<file path="src/rtl/inst_fetch_seq.sv">
// Instruction fetch sequencer: walks the four byte addresses of each 32-bit word,
// assembles it little-endian and presents it to decode with a valid/ready handshake.
module inst_fetch_seq #(
   parameter int                ADDR_W   = 8,
   parameter logic [ADDR_W-1:0] RESET_PC = '0
) (
   input  logic              clk,
   input  logic              rst,
   input  logic              fetch_en,
   output logic [ADDR_W-1:0] mem_addr,
   output logic              mem_rd_en,
   input  logic [7:0]        mem_rdata,
   input  logic              redirect_valid,
   input  logic [ADDR_W-1:0] redirect_pc,
   output logic              inst_valid,
   input  logic              inst_ready,
   output logic [31:0]       inst,
   output logic [ADDR_W-1:0] inst_pc,
   output logic              misalign_err
);

   typedef enum logic [1:0] {S_IDLE, S_FETCH, S_HOLD, S_ERR} state_t;

   state_t            state_q, state_d;
   logic [ADDR_W-1:0] pc_q;
   logic [1:0]        byte_cnt_q;
   logic [31:0]       inst_q;
   logic [ADDR_W-1:0] inst_pc_q;
   logic              inst_valid_q;
   logic [ADDR_W-1:0] addr_hold_q;
   logic              misalign_q;

   logic              redir_ok;
   logic              redir_bad;
   logic              accept;
   logic [ADDR_W-1:0] fetch_addr;

   // ERR is terminal: redirects are ignored there until reset.
   assign redir_ok   = redirect_valid && (state_q != S_ERR);
   assign redir_bad  = redir_ok && (redirect_pc[1:0] != 2'b00);
   assign accept     = (state_q == S_HOLD) && inst_valid_q && inst_ready;
   assign fetch_addr = pc_q + ADDR_W'(byte_cnt_q);

   always_ff @(posedge clk or negedge rst) begin
      if (!rst) state_q <= S_IDLE;
      else      state_q <= state_d;
   end

   always_comb begin
      state_d = state_q;
      if (redir_ok) begin
         if (redir_bad)     state_d = S_ERR;
         else if (fetch_en) state_d = S_FETCH;
         else               state_d = S_IDLE;
      end else begin
         case (state_q)
            S_IDLE:  if (fetch_en) state_d = S_FETCH;
            S_FETCH: if (byte_cnt_q == 2'd3) state_d = S_HOLD;
            S_HOLD:  if (accept) state_d = fetch_en ? S_FETCH : S_IDLE;
            S_ERR:   state_d = S_ERR;
            default: state_d = S_IDLE;
         endcase
      end
   end

   always_comb begin
      mem_rd_en = (state_q == S_FETCH);
      mem_addr  = (state_q == S_FETCH) ? fetch_addr : addr_hold_q;
   end

   assign inst         = inst_q;
   assign inst_pc      = inst_pc_q;
   assign inst_valid   = inst_valid_q;
   assign misalign_err = misalign_q;

   always_ff @(posedge clk or negedge rst) begin
      if (!rst) begin
         pc_q         <= RESET_PC;
         byte_cnt_q   <= 2'd0;
         inst_q       <= 32'd0;
         inst_pc_q    <= '0;
         inst_valid_q <= 1'b0;
         addr_hold_q  <= '0;
         misalign_q   <= 1'b0;
      end else begin
         if (state_q == S_FETCH) addr_hold_q <= fetch_addr;
         // Redirect wins over everything, including a coincident accept in HOLD.
         if (redir_ok) begin
            pc_q         <= redirect_pc;
            byte_cnt_q   <= 2'd0;
            inst_valid_q <= 1'b0;
            if (redir_bad) misalign_q <= 1'b1;
         end else begin
            case (state_q)
               S_IDLE: byte_cnt_q <= 2'd0;
               S_FETCH: begin
                  inst_q[{byte_cnt_q, 3'b000} +: 8] <= mem_rdata;
                  byte_cnt_q <= byte_cnt_q + 2'd1;
                  if (byte_cnt_q == 2'd3) begin
                     inst_valid_q <= 1'b1;
                     inst_pc_q    <= pc_q;
                  end
               end
               S_HOLD: begin
                  if (accept) begin
                     inst_valid_q <= 1'b0;
                     pc_q         <= pc_q + ADDR_W'(4);
                  end
               end
               default: ;
            endcase
         end
      end
   end

endmodule
</file>
<file path="config.mk">
export PLATFORM = sky130hd
export DESIGN_NAME = inst_fetch_seq
export DESIGN_NICKNAME = d
export VERILOG_FILES = /design/src/rtl/inst_fetch_seq.sv
export SDC_FILE = /design/constraint.sdc
export NUM_CORES = 1
export LEC_CHECK = 0
export CAP_MARGIN = 5
export CORE_MARGIN = 2
export CORE_UTILIZATION = 40
export CTS_CLUSTER_SIZE = 20
export DETAILED_ROUTE_END_ITERATION = 6
export GPL_ROUTABILITY_DRIVEN = 0
export GPL_TIMING_DRIVEN = 0
export PLACE_DENSITY = 0.71
export RECOVER_POWER = 50
export SETUP_SLACK_MARGIN = 0.4
export SLEW_MARGIN = 20
export SYNTH_ARGS = -nofsm -noshare
export SYNTH_HDL_FRONTEND = slang
export SYNTH_SLANG_ARGS = --single-unit
</file>
<file path="constraint.sdc">
create_clock -name clk -period 4.35 [get_ports clk]
set_input_delay 0.6525 -clock clk [delete_from_list [all_inputs] [get_ports clk]]
set_output_delay 0.6525 -clock clk [all_outputs]
set_load 0.005 [all_outputs]
</file>
; Yosys cells after proc, flatten, opt, wreduce, memory -nomap -nowiden
; Index checks and enable logic that the tools add are counted.
[totals]
register_bits = 62
inputBits = 21
output_inout_bits = 51
wordCells = 57
[classes]
add_sub_neg = 4
eq_ne = 8
n_shift = 2
mux = 18
bitwise_logic = 1
n_reduce_logical = 16
[op_table]
columns = op, count
row1 = bitwise mux 32 bit, 1
row2 = two-way mux 8 bit, 4
row3 = "variable shift 8 x 7 -> 32 bit, first input constant", 1
row4 = indexed part select 8 x 7 -> 32 bit, 1
row5 = two-way mux 2 bit, 6
row6 = AND reduction 3 bit, 3
row7 = adder 8 x 2 -> 8 bit, 1
row8 = "adder 8 x 3 -> 8 bit, second input constant", 1
row9 = one-hot mux 2 bit (4 select lines), 1
row10 = negator 5 -> 7 bit, 1
row11 = "== test 2 bit, second input constant", 3
row12 = "!= test 3 bit, second input constant", 2
row13 = AND reduction 2 bit, 3
row14 = nonzero test 2 bit, 3
row15 = nonzero test 3 bit, 2
row16 = logical AND 1 bit, 4
row17 = two-way mux 1 bit, 4
row18 = one-hot mux 2 bit (2 select lines), 1
row19 = "!= test 3 x 1 -> 1 bit, second input constant", 1
row20 = "adder 2 x 1 -> 2 bit, second input constant", 1
row21 = "== test 2 x 1 -> 1 bit, second input constant", 1
row22 = zero test 2 bit, 1
row23 = "!= test 2 bit, second input constant", 1
row24 = one-hot mux 1 bit (2 select lines), 1
row25 = inverter 1 bit, 1

; Longest topological paths before layout
[logic_depth]
ltp_word = 6
mapped_depth = 7
ltp_nobuf = 6

; Least setup slack after synthesis
; Ideal clock, no wire load.
[synth_timing]
path_kind = register -> output
start = register byte_cnt_q[0]
end = output port mem_addr[4]
t_arrival_ps = 1434
t_required_ps = 3697
path_slack_ps = 2263
stages_incl_launch_ff = 7
n_path_buf = 0
path_cell_list = dfrtp_1 -> ha_1 -> inv_1 -> fa_1 -> nor2b_1 -> xnor2_1 -> o21ai_0
[synth_via]
elab_chain_len = 2
[synth_lines]
columns = element, line_no
row1 = "start, declared", 26  ; logic [1:0] byte_cnt_q;
row2 = "start signal, assigned", 98  ; byte_cnt_q <= byte_cnt_q + 2'd1;
row3 = adder 8 x 2 -> 8 bit, 42  ; assign fetch_addr = pc_q + ADDR_W'(byte_cnt_q);
row4 = two-way mux 8 bit, 68  ; mem_addr = (state_q == S_FETCH) ? fetch_addr : addr_hold_q;
row5 = "end, declared", 10  ; output logic [ADDR_W-1:0] mem_addr,
; Every way passes these cells.

; Final worst setup path
[layout_timing]
start = register state_q[1]
end = output port mem_addr[1]
[layout_via]
elab_chain_len = 2
[layout_lines]
columns = element, line_no
row1 = "start, declared", 24  ; state_t state_q, state_d;
row2 = "start signal, assigned", 46  ; else state_q <= state_d;
row3 = == test 2 x 1 -> 1 bit, 68
row4 = two-way mux 8 bit, 68
; Every way passes these cells.

==> flow_summary.yaml <==
final_layout:
  design_area_sq_mm: 0.00392
  finalNetCount: 412
  drive_gt1_frac: 0.104
  n_antenna_cell: 0
  instances_no_fill: 485
  syn2layout_area_growth_pct: 34.7
floorplanning:
  ios: 72
  dieArea_sq_mm: 0.00798
  fp.dieW_microns: 89.3
  num_rows: 31
  die_y_microns: 89.3
  coreArea_sq_mm: 0.00714
  start_util: 0.408
sta:
  postLayoutSetupSlackWorst_ns: 1.07
  fmax_mhz: 305
  setup_viol: 0
  tns_ns: 0
  whs_ns: 0.285
  post-route-min-period_ns: 3.28
  period_share: 0.753
  rsz0062_at_grt: "no"
  drv_slew: 0
  worst_slew_pin_slew_ns: 0.713
  finClkSkew_ns: 0.00835
  slew_headroom: 0.523
  hold_viol_final: 0
critical_path:
  cp_max_fo: 10
  worstPathCellList: "clkbuf_1, nand2b_1, clkbuf_1, clkbuf_1, nand2_1, o21ai_0, clkdlybuf4s50_1"
  startpoint_type: "flip-flop"
  crit_buf_inv: 4
  crit_type: "flip-flop to output pin"
  cp_top_family: "buffers and inverters"
  slowest_delay_ns: 0.58
  path_common_cell: "clkbuf_1"
  slowest_stage: "clkdlybuf4s50_1"
  required_ns: 3.70
  setup.worst_path.end_class: "output pin"
  cp.arrival_ns: 2.62
global_route:
  grt_max_degree: 55
  grt_pass1_wl_microns: 11000
  antenna_found_initial: 0
  grt.total_usage: 0.181
  grt_overflow: 0
  first_global_vias: 2348
pwr:
  p_leak_nw: 1.70
  peakVddDrop_uv: 200
  p_per_area_mw_per_mm2: 402
synthesis:
  synthTopCellsByArea: "dfrtp_1, nand2_1, o21ai_0"
  synthesis.area_sq_mm: 0.00291
  synth_top_cell_area_share: 0.533
  yosys_register_bits: 62
  synth_largest_area_cell: "dfrtp_1"
  yosys_warnings: 0
  synth.most_common_cell: "nand2_1"
  synth-seq-area-share: 0.533
  ys_types: 38
  ys.flop_type: "dfrtp_1"
  async_reset_ff_frac: 1.00
  postSynthCellCount: 298
  synth_edf_count: 0
  syn_avg_cell_area_sq_um: 9.77
  synthTopCellsByCount: "nand2_1, dfrtp_1, o21ai_0, ha_1, mux2_2"
  synth_fp_nets: 329
status:
  status: "complete, no violations"
cts:
  cts_tree: "yes"
  numCtsBuffers: 9
  cts_setup_buffers: 0
  htree_levels: 3
  cts.clk_slew.worst_paths_ns: 0.07
  clk_latency_ns: 0.34
  clock_path_buffers: 2
  ctsHoldBuffers: 0
  post_cts_resized: 0
  cts.sinks: 62
  root_buffer: "clkbuf_8"
min_path:
  min_path_type: "input port to async pin"
drt:
  drc_errors: 0
  drt_first_pass_iters: 4
  drtAntennaViolNets: 0
  viasPerCell: 4.96
  dr_total_vias: 2404
  wl_per_cell_microns: 13.9
  drtIter0Drc: 70
  routed_wl_microns: 6760
placement:
  dp_hpwl_microns: 4910
  placedInstanceArea_sq_mm: 0.00377
  dp_cells: 469
  detailedPlace.worstSlack_ns: 1.55
  portBuffers: 71
job:
  drv_cap: 0
==> logic make-up after synthesis <==
family / Yosys count / synth area share
flip-flops: 62 / 0.533
AO/OA/AOI/OAI: 72 / 0.143
AND/OR/NAND/NOR: 120 / 0.190
buffers and inverters: 19 / 0.0361
XOR/XNOR: 6 / 0.0180
multiplexers: 9 / 0.0348
adder cells (fa/ha/maj): 10 / 0.0456
==> cells in the final DEF, fill, tap and decap left out, drive strengths merged, types with 3 or more instances in the layout <==
cell type      count
nand2b             5
clkbuf            20
ha                 9
o21ai             47
clkdlybuf4s50     69
buf                8
nand2             93
xor2               4
nand3              7
nor2               5
a21oi             10
nor3b              4
mux2               9
inv                6
dfrtp             62
a21o               3
==> path summary, 6_finish.rpt <==
check | start | endpoint | slack (ns) | cells past startpoint
max reg2reg | state_q[1] | inst_pc[1] | 2.26 | 5
min | rst | inst[31] | 0.28 | 1
min in group clk | inst[10] | inst[10] | 0.48 | 2
max | state_q[1] | mem_addr[1] | 1.07 | 7
min reg2reg | inst[10] | inst[10] | 0.48 | 2
max in group asynchronous | rst | inst[5] | 3.40 | 2
==> registers in the layout, indices dropped and copies added, names as in the netlist <==
| signal | count |
|---|---|
| inst | 32 |
| state_q | 2 |
| misalign_err | 1 |
| inst_valid | 1 |
| addr_hold_q | 8 |
| pc_q | 8 |
| byte_cnt_q | 2 |
| inst_pc | 8 |
==> per-stage QoR <==
| stage | util | power [mW] |
|---|---|---|
| floorplan | - | 0.880 |
| global placement | 0.525 | 1.06 |
| detailed placement | 0.528 | 1.07 |
| CTS | 0.557 | 1.59 |
| global route | 0.550 | 1.67 |
| finish | 0.550 | 1.58 |
==> layer usage <==
metal	vias up	track usage	wire length (microns)
met5	-	0	0
met4	0	0.0936	180
met3	17	0.0369	372
met2	80	0.290	3080
met1	1135	0.234	3140
li1	1172	-	-
==> report_power, final <==
group / total, mW / switching, mW / internal (mW)
registers: 0.711 / 0.0591 / 0.652
clock network: 0.520 / 0.224 / 0.296
logic: 0.345 / 0.156 / 0.189
total: 1.58 / 0.439 / 1.14
==> area by class of cell <==
cell class              count  area [sq um]
fillers                   689          3210
flip-flops and latches     62          1550
multi-input cells         217          1230
repair buffers             72           732
clock buffers              13           159
well taps                  99           124
plain buffers              13          58.8
clock inverters             3          42.5
inverters                   6          22.5
Power figures use the tool's default switching activity.
